### config.mk
export PLATFORM = sky130hd
export DESIGN_NAME = stream_demux
export DESIGN_NICKNAME = d
export VERILOG_FILES = /design/src/rtl/stream_demux.sv
export SDC_FILE = /design/constraint.sdc
export NUM_CORES = 1
export LEC_CHECK = 0
export BUFFER_PORTS_ARGS = -buffer_cell sky130_fd_sc_hd__buf_2
export CAP_MARGIN = 0
export CORE_MARGIN = 3
export CORE_UTILIZATION = 49
export DETAILED_ROUTE_END_ITERATION = 8
export MAX_ROUTING_LAYER = met4
export PLACE_DENSITY = 0.78
export SYNTH_ARGS = -nofsm -noshare
export SYNTH_HDL_FRONTEND = slang
export SYNTH_SLANG_ARGS = --single-unit
export TNS_END_PERCENT = 1
### constraint.sdc
create_clock -name clk -period 1.6 [get_ports clk]
set_input_delay 0.32 -clock clk [delete_from_list [all_inputs] [get_ports clk]]
set_output_delay 0.32 -clock clk [all_outputs]
set_load 0.01 [all_outputs]
### src/rtl/stream_demux.sv
// stream_demux: registered, flow-controlled 1:N stream demultiplexer.
//
// Each input beat is steered by its select to one of N output channels. Every
// channel owns a one-entry output register, so one stalled consumer never
// disturbs traffic to the others. A beat whose select names no channel (only
// possible when N is not a power of two) is consumed and reported through
// drop_pulse one cycle later.
//
// Ports:
//   clk, rst_n          clock (rising edge) and asynchronous active-low reset
//   in_data/in_sel      beat payload and destination channel
//   in_last             end-of-packet flag, carried to the output with the beat
//   in_valid/in_ready   input handshake; in_ready never depends on in_valid
//   out_data[N]         per-channel registered payload
//   out_last[N]         per-channel registered end-of-packet flag
//   out_valid/out_ready per-channel output handshake
//   drop_pulse          one-cycle pulse after an out-of-range beat is consumed
//
// Build option:
//   STREAM_DEMUX_PKT_LOCK_EN  when defined, a packet keeps the channel chosen
//                             by its first beat until its last beat.
//
//   state  | meaning
//   IDLE   | between packets; the effective select follows in_sel
//   LOCKED | inside a packet; the effective select is held at locked_sel
module stream_demux #(
    parameter  int N  = 4,
    parameter  int M  = 8,
    localparam int SW = (N > 1) ? $clog2(N) : 1
) (
    input  logic          clk,
    input  logic          rst_n,
    input  logic [M-1:0]  in_data,
    input  logic [SW-1:0] in_sel,
    input  logic          in_last,
    input  logic          in_valid,
    output logic          in_ready,
    output logic [M-1:0]  out_data [N],
    output logic [N-1:0]  out_last,
    output logic [N-1:0]  out_valid,
    input  logic [N-1:0]  out_ready,
    output logic          drop_pulse
);

    logic [SW-1:0] esel;
    logic [N-1:0]  sel_hit;
    logic          in_range;
    logic          accept;
    logic [N-1:0]  wr_en;

    // Out-of-range selects hit no channel and are always ready, so they can be
    // flushed without waiting on any consumer.
    always_comb begin
        sel_hit  = '0;
        in_ready = 1'b1;
        for (int i = 0; i < N; i++) begin
            if (esel == SW'(i)) begin
                sel_hit[i] = 1'b1;
                in_ready   = !out_valid[i] || out_ready[i];
            end
        end
    end

    assign in_range = |sel_hit;
    assign accept   = in_valid && in_ready;
    assign wr_en    = accept ? sel_hit : '0;

`ifdef STREAM_DEMUX_PKT_LOCK_EN
    typedef enum logic {
        IDLE   = 1'b0,
        LOCKED = 1'b1
    } state_t;

    state_t        state, state_nxt;
    logic [SW-1:0] locked_sel, locked_sel_nxt;

    always_ff @(posedge clk or negedge rst_n) begin
        if (!rst_n) begin
            state      <= IDLE;
            locked_sel <= '0;
        end else begin
            state      <= state_nxt;
            locked_sel <= locked_sel_nxt;
        end
    end

    always_comb begin
        state_nxt      = state;
        locked_sel_nxt = locked_sel;
        case (state)
            IDLE: begin
                if (accept && !in_last) begin
                    state_nxt      = LOCKED;
                    locked_sel_nxt = in_sel;
                end
            end
            LOCKED: begin
                if (accept && in_last) begin
                    state_nxt = IDLE;
                end
            end
            default: state_nxt = IDLE;
        endcase
    end

    // An out-of-range first beat also locks, so the rest of that packet is
    // dropped beat by beat instead of leaking onto a real channel.
    assign esel = (state == LOCKED) ? locked_sel : in_sel;
`else
    assign esel = in_sel;
`endif

    // A write wins over a drain on the same channel, which keeps out_valid high
    // and sustains one beat per cycle into a continuously ready consumer.
    always_ff @(posedge clk or negedge rst_n) begin
        if (!rst_n) begin
            out_valid  <= '0;
            out_last   <= '0;
            drop_pulse <= 1'b0;
            for (int i = 0; i < N; i++) begin
                out_data[i] <= '0;
            end
        end else begin
            drop_pulse <= accept && !in_range;
            for (int i = 0; i < N; i++) begin
                if (wr_en[i]) begin
                    out_valid[i] <= 1'b1;
                    out_data[i]  <= in_data;
                    out_last[i]  <= in_last;
                end else if (out_ready[i]) begin
                    out_valid[i] <= 1'b0;
                end
            end
        end
    end

endmodule

==> results.ini, run 1 <==
[outcome]
outcome = finished with violations
violations = negative setup slack

[final_layout]
layout_common_cells = 59 x buf_2, 41 x dfrtp_1, 27 x mux2_4
drive_gt1_frac = 0.677
fin_nets = 184
fin_area_um2 = 2210
syn_to_final_growth_pct = 27.3
final_common_cell = buf_2
diodes = 0
fill_cells = 256
utilization = 0.689

[sta]
maxSlewViolCount = 0
period_share = 1.10
hold_viol_final = 0
finalClockSkew_ns = 0.00747
rsz0062_at_grt = true
worst_slack_ns = -0.153
setup_viol = 1
clock.fmax_mhz = 570
min_period_ns = 1.75
setup-tns-final_ns = -0.153

[global_routing]
gr-total-overflow = 0
grt_pass1_vias = 1128
grt_max_degree = 23
grtUsageTotal = 0.194
grt_pass1_wl_um = 5700
antenna_found_initial = 0

[worst_setup_path]
crit_path_max_fanout = 3
crit_chain = nand2b_1 -> mux4_2 -> buf_2
regToRegStartpoint = out_valid[1]
ff2ff_path_depth = 4
critPathArrivalTime_ns = 1.43
startpoint = out_valid[3]
cpPeakStageDelay_ns = 0.47
path_class = reg2out
cp.required_ns = 1.28
r2r-end = out_last[1]
rrSetupSlack_ns = 0.26
critPathBufInv = 1
slowest_stage = mux4_2
crit_family = multiplexers
start_kind = flip-flop
cp-end-kind = output pin

[synthesis]
async_flop_share = 1.00
ys_warn_count = 0
synth-edff-count = 0
avgSynthCellArea_um2 = 17.5
synth_cells = 99
netlist_area_um2 = 1730
synth_nets = 117
seq_area_frac_synth = 0.592
ys.flop_type = dfrtp_1
ys_ff_latch = 41
ys_types = 17

[routing]
via_count = 1063
drtAntennaViolNets = 0
wl_per_cell_um = 16.4
routed_wl_um = 3450
firstDrtPassIters = 4
drt_iter0_markers = 58
avgViaCountPerCell = 5.04
drc = 0

[die]
die_h_um = 65.5
die_area_um2 = 4290
rows = 20
ios = 60
fp.dieW_um = 65.5
start_util = 0.541
core_area_um2 = 3200

[cts]
cts_buffers = 5
cts_max_level = 2
clk_pin_slew_ns = 0.12
cts.sinks = 41
cts_buffer_depth = 2
cts_root_buf = clkbuf_4
cts_tree = yes
clk_latency_ns = 0.35

[min_path]
hold_end = out_data[29]
whs_path_depth = 2
hold_path_class = in2reg
worstHoldStart = in_data[5]

[job]
drv_cap = 0

[place]
dp_hpwl_um = 2490
dpl_cell_area_um2 = 2090
place_congestion = 0.814
port_buffers = 59

[power_and_ir_drop]
powerDensity_nw_per_um2 = 1310
leakagePower_uw = 0.00113
vdd_ir_drop_max_uv = 868
power.total_uw = 2900

## power breakdown
| group | internal, µW | leakage [µW] | switching (µW) | total (µW) |
|---|---|---|---|---|
| clock | 492 | 0.0000558 | 346 | 837 |
| combinational | 408 | 0.000584 | 306 | 714 |
| sequential | 1240 | 0.000490 | 109 | 1350 |
| total | 2140 | 0.00113 | 761 | 2900 |
## worst max path at each step
stage / slack [ns] / to / cells past startpoint
4_1_cts: -0.18 / in_ready / 3
5_1_grt: -0.21 / in_ready / 3
3_5_place_dp: 0.05 / in_ready / 4
6_report: -0.15 / in_ready / 3
2_1_floorplan: 0.26 / in_ready / 2
3_3_place_gp: 0.08 / in_ready / 4
## repair_timing
item,in CTS,in global routing
endpoints found under the setup margin,1,1
hold endpoints to repair,19,0
resized for setup,1,0
hold buffers,1,0
setup buffers,0,0
## area by class of cell
| type | count | area (µm²) | area share |
|---|---|---|---|
| clock buffer | 5 | 37.5 | 0.0170 |
| clock inverter | 3 | 68.8 | 0.0312 |
| multi-input combinational | 54 | 646 | 0.293 |
| sequential | 41 | 1030 | 0.465 |
| tap | 44 | 55.1 | 0.0250 |
| timing repair buffer | 64 | 373 | 0.169 |
## cell families (layout without fill, tap and decap cells)
group                  after synthesis  after routing  share of synthesized area
buffers and inverters                4             72                     0.0332
flip-flops                          41             41                      0.592
multiplexers                        37             37                      0.308
other                                1              1                    0.00216
AO/OA/AOI/OAI                        1              1                    0.00289
AND/OR/NAND/NOR                     15             15                     0.0621
## registers in the layout, summed over array words and instances, names as in the netlist
register,flops
out_last,4
out_valid,4
drop_pulse,1
out_data,32
## layer usage
| metal | wire, µm | GRT usage |
|---|---|---|
| met5 | 0 | - |
| met4 | 99 | 0.101 |
| met3 | 251 | 0.0632 |
| met2 | 1610 | 0.291 |
| met1 | 1490 | 0.235 |
## metrics by stage
stage,setup slack [ns],hold WS [ns],std cells
global placement,0.0776,0.290,202
global route,-0.215,0.191,211
floorplan,0.261,0.0244,99
detailed placement,0.0489,0.299,202
CTS,-0.177,0.212,211
finish,-0.153,0.230,211
## Yosys cell counts (2+ instances only)
cell type,instances,area (µm²)
buf_6,2,22.5
mux2_2,9,101
nand2b_1,4,25.0
nand2_1,5,18.8
mux2_4,27,405
dfrtp_1,41,1030
## worst reg2reg max path, cell delays in order (launching register included)
cell and delay, ns:
dfrtp_1 0.40, nand2b_1 0.10, nor3b_2 0.17, buf_4 0.22, mux2_2 0.36
No activity file was read; power rests on OpenSTA's default activity.
==> run 2, diff against run 1 <==
--- a/config.mk
+++ b/config.mk
@@ -8,10 +8,10 @@
 export BUFFER_PORTS_ARGS = -buffer_cell sky130_fd_sc_hd__buf_2
 export CAP_MARGIN = 0
 export CORE_MARGIN = 3
-export CORE_UTILIZATION = 49
+export CORE_UTILIZATION = 51
 export DETAILED_ROUTE_END_ITERATION = 8
 export MAX_ROUTING_LAYER = met4
-export PLACE_DENSITY = 0.78
+export PLACE_DENSITY = 0.81
 export SYNTH_ARGS = -nofsm -noshare
 export SYNTH_HDL_FRONTEND = slang
 export SYNTH_SLANG_ARGS = --single-unit
==> constraint.sdc (replaced) <==
create_clock -name clk -period 2.1 [get_ports clk]
set_input_delay 0.42 -clock clk [delete_from_list [all_inputs] [get_ports clk]]
set_output_delay 0.42 -clock clk [all_outputs]
set_load 0.01 [all_outputs]
==> run 2 against run 1 <==
Against the previous run:
- the run now ends clean
- clock power shrank 53%
- sequential share of layout area grew 1.9 points
- power down 33%
- critical path depth stayed put
- clock skew about the same
- die area fell by 3.6%
- final area is 3.9% lower
- sequential power down 24%
- register-to-register slack better by 0.47 ns
==> results.ini, run 2 (synthesized netlist as in run 1, its figures left out) <==
[cts]
cts_root_buf = clkbuf_4
cts_resized = 0
cts.sinks = 41
clk_pin_slew_ns = 0.11
cts_buffers = 5
cts_buffer_depth = 2
cts_tree = yes
cts_max_level = 2
clk_latency_ns = 0.34

[worst_setup_path]
startpoint = out_valid[0]
critPathArrivalTime_ns = 1.43
cp.required_ns = 1.68
crit_path_max_fanout = 3
path_class = reg2out
cp-endpoint = in_ready
ff2ff_path_depth = 3
regToRegStartpoint = out_valid[3]
start_kind = flip-flop
rrSetupSlack_ns = 0.73
r2r-end = out_data[0]
cp-end-kind = output pin

[place]
place_ws_ns = 0.351
place_congestion = 0.819
dp_hpwl_um = 2360
port_buffers = 59

[power_and_ir_drop]
vdd_ir_drop_max_uv = 505
leakagePower_uw = 0.00109
powerDensity_nw_per_um2 = 920

[die]
core_area_um2 = 3150
start_util = 0.550
rows = 20
die_area_um2 = 4130
fp.dieW_um = 64.3
die_h_um = 64.3
ios = 60

[sta]
finalClockSkew_ns = 0.00723
hold_viol_final = 0
period_share = 0.881
setup-tns-final_ns = 0
worst_slack_ns = 0.250
min_period_ns = 1.85
rsz0062_at_grt = false
maxSlewViolCount = 0
setup_viol = 0
clock.fmax_mhz = 540

[routing]
wl_per_cell_um = 15.6
avgViaCountPerCell = 4.82
drtAntennaViolNets = 0
via_count = 1013
drc = 0
drt_iter0_markers = 53
routed_wl_um = 3270
firstDrtPassIters = 3

[job]
drv_cap = 0

[final_layout]
drive_gt1_frac = 0.663
syn_to_final_growth_pct = 22.4
final_common_cell = buf_2
largest_reg_flops = 32
diodes = 0
fin_nets = 184
regMostFlops = out_data
layout_common_cells = 59 x buf_2, 41 x dfrtp_1, 27 x mux2_4
largestRegisters = out_data: 32 flops, out_last: 4 flops, out_valid: 4 flops

[global_routing]
grtUsageTotal = 0.178
grt_max_degree = 16
antenna_found_initial = 0
gr-total-overflow = 0
grt_pass1_vias = 1084
grt_pass1_wl_um = 5380

[outcome]
outcome = complete, no violations

[min_path]
hold_path_class = in2reg

-- run 2: changes by cell type in the layout (fill, tap and decap cells not counted), sizes merged --
cell / previous run / this run
inv: 1 / 0
bufinv: 2 / 0
clkbuf: 5 / 7
-- run 2: worst min-delay path by stage --
stage / startpoint / to / cells after the start
4_1_cts: in_data[2] / out_data[2] / 2
5_1_grt: in_data[0] / out_data[8] / 2
6_report: in_data[2] / out_data[2] / 2
3_3_place_gp: rst_n / out_data[9] / 1
2_1_floorplan: rst_n / drop_pulse / 0
3_5_place_dp: rst_n / out_data[25] / 1
-- run 2: worst max-delay path, cell delays in order, from the launching register on --
cell and delay [ns]:
dfrtp_1 0.37, nand2b_1 0.09, mux4_1 0.48, buf_2 0.15
-- run 2: metal layers --
| layer | global-route usage | vias up | part of all wire |
|---|---|---|---|
| met5 | - | - | 0 |
| met4 | 0.0871 | 0 | 0.024 |
| met3 | 0.0457 | 10 | 0.048 |
| met2 | 0.272 | 31 | 0.47 |
| met1 | 0.221 | 500 | 0.46 |
| li1 | - | 472 | - |
-- run 2: layout make-up --
| class | instances | area [µm²] |
|---|---|---|
| fill | 246 | 1030 |
| timing repair buffer | 64 | 335 |
| tap | 44 | 55.1 |
| sequential | 41 | 1030 |
| multi-input combinational | 54 | 649 |
| clock buffer | 7 | 55.1 |
-- run 2: what timing repair did --
| action | in CTS | in global routing |
|---|---|---|
| setup buffers | 0 | 0 |
| endpoints found under the hold margin | 11 | 0 |
| hold buffers | 1 | 0 |
| endpoints found under the setup margin | 0 | 0 |
-- run 2: stage by stage --
stage               total power, µW  instance area [µm²]  hold WS, ns  utilization  std cells
CTS                            1960                 2120        0.339        0.673        210
floorplan                      1340                 1730        0.124            -         99
global placement               1560                 2060        0.299        0.652        202
global route                   2050                 2120        0.335        0.673        210
finish                         1950                 2120        0.346        0.673        210
detailed placement             1570                 2060        0.312        0.652        202
-- run 2: report_power, final --
group,leakage [µW],internal [µW],switching [µW]
clock,0.0000314,158,237
combinational,0.000571,305,226
sequential,0.000490,942,82.4
==> run 3, diff against run 2 <==
--- a/config.mk
+++ b/config.mk
@@ -8,10 +8,10 @@
 export BUFFER_PORTS_ARGS = -buffer_cell sky130_fd_sc_hd__buf_2
 export CAP_MARGIN = 0
 export CORE_MARGIN = 3
-export CORE_UTILIZATION = 51
+export CORE_UTILIZATION = 44
 export DETAILED_ROUTE_END_ITERATION = 8
 export MAX_ROUTING_LAYER = met4
-export PLACE_DENSITY = 0.81
+export PLACE_DENSITY = 0.74
 export SYNTH_ARGS = -nofsm -noshare
 export SYNTH_HDL_FRONTEND = slang
 export SYNTH_SLANG_ARGS = --single-unit
==> constraint.sdc (replaced) <==
create_clock -name clk -period 1.6 [get_ports clk]
set_input_delay 0.32 -clock clk [delete_from_list [all_inputs] [get_ports clk]]
set_output_delay 0.32 -clock clk [all_outputs]
set_load 0.01 [all_outputs]
==> run 3 against run 2 <==
Against the previous run:
- the run now ends with negative setup slack left
- register-to-register slack worse by 0.50 ns
- setup slack worse by 0.31 ns
- final cell count up 1.9%
- sequential share of layout area down 1.4 points
- critical endpoint unchanged
==> results.ini, run 3 (synthesized netlist as in run 1, its figures left out) <==
[outcome]
outcome = finished with violations
violations = negative setup slack

[cts]
cts.sinks = 41
cts_root_buf = clkbuf_8
clk_pin_slew_ns = 0.07
cts_buffer_depth = 2
clk_latency_ns = 0.29
holdBufCountCts = 0
cts_max_level = 2
cts_tree = yes
cts_buffers = 5

[global_routing]
grt_pass1_wl_um = 5190
busiest_layer = met2
use_met1 = 0.205
use_met3 = 0.0486
gr-total-overflow = 0
grt_max_degree = 42
grt_pass1_vias = 1002
use_met2 = 0.240
grtUsageTotal = 0.160
antenna_found_initial = 0

[die]
ios = 60
core_area_um2 = 3720
start_util = 0.466
rows = 22
die_h_um = 68.8
die_area_um2 = 4730
fp.dieW_um = 68.8

[sta]
maxSlewViolCount = 0
worst_slack_ns = -0.0612
setup-tns-final_ns = -0.0612
hold_ws_ns = 0.0880
min_period_ns = 1.66
worstMarginPinSlew_ns = 0.509
period_share = 1.04
finalClockSkew_ns = 0.00375
hold_viol_final = 0
clock.fmax_mhz = 602
relSlewSlack = 0.661
rsz0062_at_grt = true
setup_viol = 1

[routing]
routed_wl_um = 3380
drc = 0
via_count = 1023
firstDrtPassIters = 4
wl_per_cell_um = 15.8
avgViaCountPerCell = 4.78
drtAntennaViolNets = 0
drt_iter0_markers = 39

[final_layout]
largest_reg_flops = 32
syn_to_final_growth_pct = 26.1
layout_common_cells = 59 x buf_2, 41 x dfrtp_1, 27 x mux2_4
regMostFlops = out_data
fin_nets = 183
diodes = 0
largestRegisters = out_data: 32 flops, out_last: 4 flops, out_valid: 4 flops
drive_gt1_frac = 0.675
final_common_cell = buf_2

[worst_setup_path]
cp-end-kind = output pin
crit_path_max_fanout = 3
ff2ff_path_depth = 4
path_class = reg2out
start_kind = flip-flop
critPathArrivalTime_ns = 1.34
cp.required_ns = 1.28

[power_and_ir_drop]
vdd_ir_drop_max_uv = 589
powerDensity_nw_per_um2 = 1320
leakagePower_uw = 0.00112

[place]
dp_hpwl_um = 2360
place_congestion = 0.717
port_buffers = 59
place_ws_ns = 0.0543

[job]
drv_cap = 0

[min_path]
hold_path_class = in2async

## run 3: cell count changes in the layout (fill, tap and decap cells not counted), sizes merged
cell	before	now
bufinv	0	1
dlygate4sd3	1	0
## run 3: path summary, 6_finish.rpt
kind	start	end	slack (ns)
setup / recovery	out_valid[3]	in_ready	-0.06
hold / removal	rst_n	out_data[30]	0.09
setup reg to reg	out_valid[1]	out_data[23]	0.23
hold reg to reg	out_data[6]	out_data[6]	0.51
max in group asynchronous	rst_n	out_data[13]	1.16
min in group clk	in_last	out_last[2]	0.30
## run 3: through the flow
step | utilization | power (µW) | instances | instance area [µm²]
2_1_floorplan | - | 1760 | 99 | 1730
3_3_place_gp | 0.558 | 2050 | 206 | 2070
3_5_place_dp | 0.558 | 2070 | 206 | 2070
4_1_cts | 0.588 | 2930 | 214 | 2190
5_1_grt | 0.588 | 3040 | 214 | 2190
6_report | 0.588 | 2890 | 214 | 2190
## run 3: cell type report
type	count	area, µm²
Fill cell	315	1530
Sequential cell	41	1030
Multi-Input combinational cell	54	646
Timing Repair Buffer	63	338
Clock buffer	7	86.3
Tap cell	48	60.1
Clock inverter	1	30.0
## run 3: critical path, cell delays in order (launching register included)
cell and delay (ns):
dfrtp_1 0.35, nand2b_1 0.09, mux4_2 0.47, buf_2 0.15
## run 3: layer usage
layer  vias to the layer above  part of all wire
met5                         -                 0
met1                       512              0.44
met2                        37              0.47
met3                         6             0.065
li1                        468                 -
met4                         0             0.018
## run 3: where the power goes
part	total [µW]	leakage (µW)	internal (µW)	switching [µW]
registers	1350	0.000490	1240	110
logic	699	0.000569	400	298
clock network	848	0.0000585	508	339
## run 3: what timing repair did
action                                  in CTS  in global routing
endpoints found under the setup margin       1                  1
setup buffers                                0                  0
hold endpoints to repair                     0                  0
gates resized for setup                      1                  0
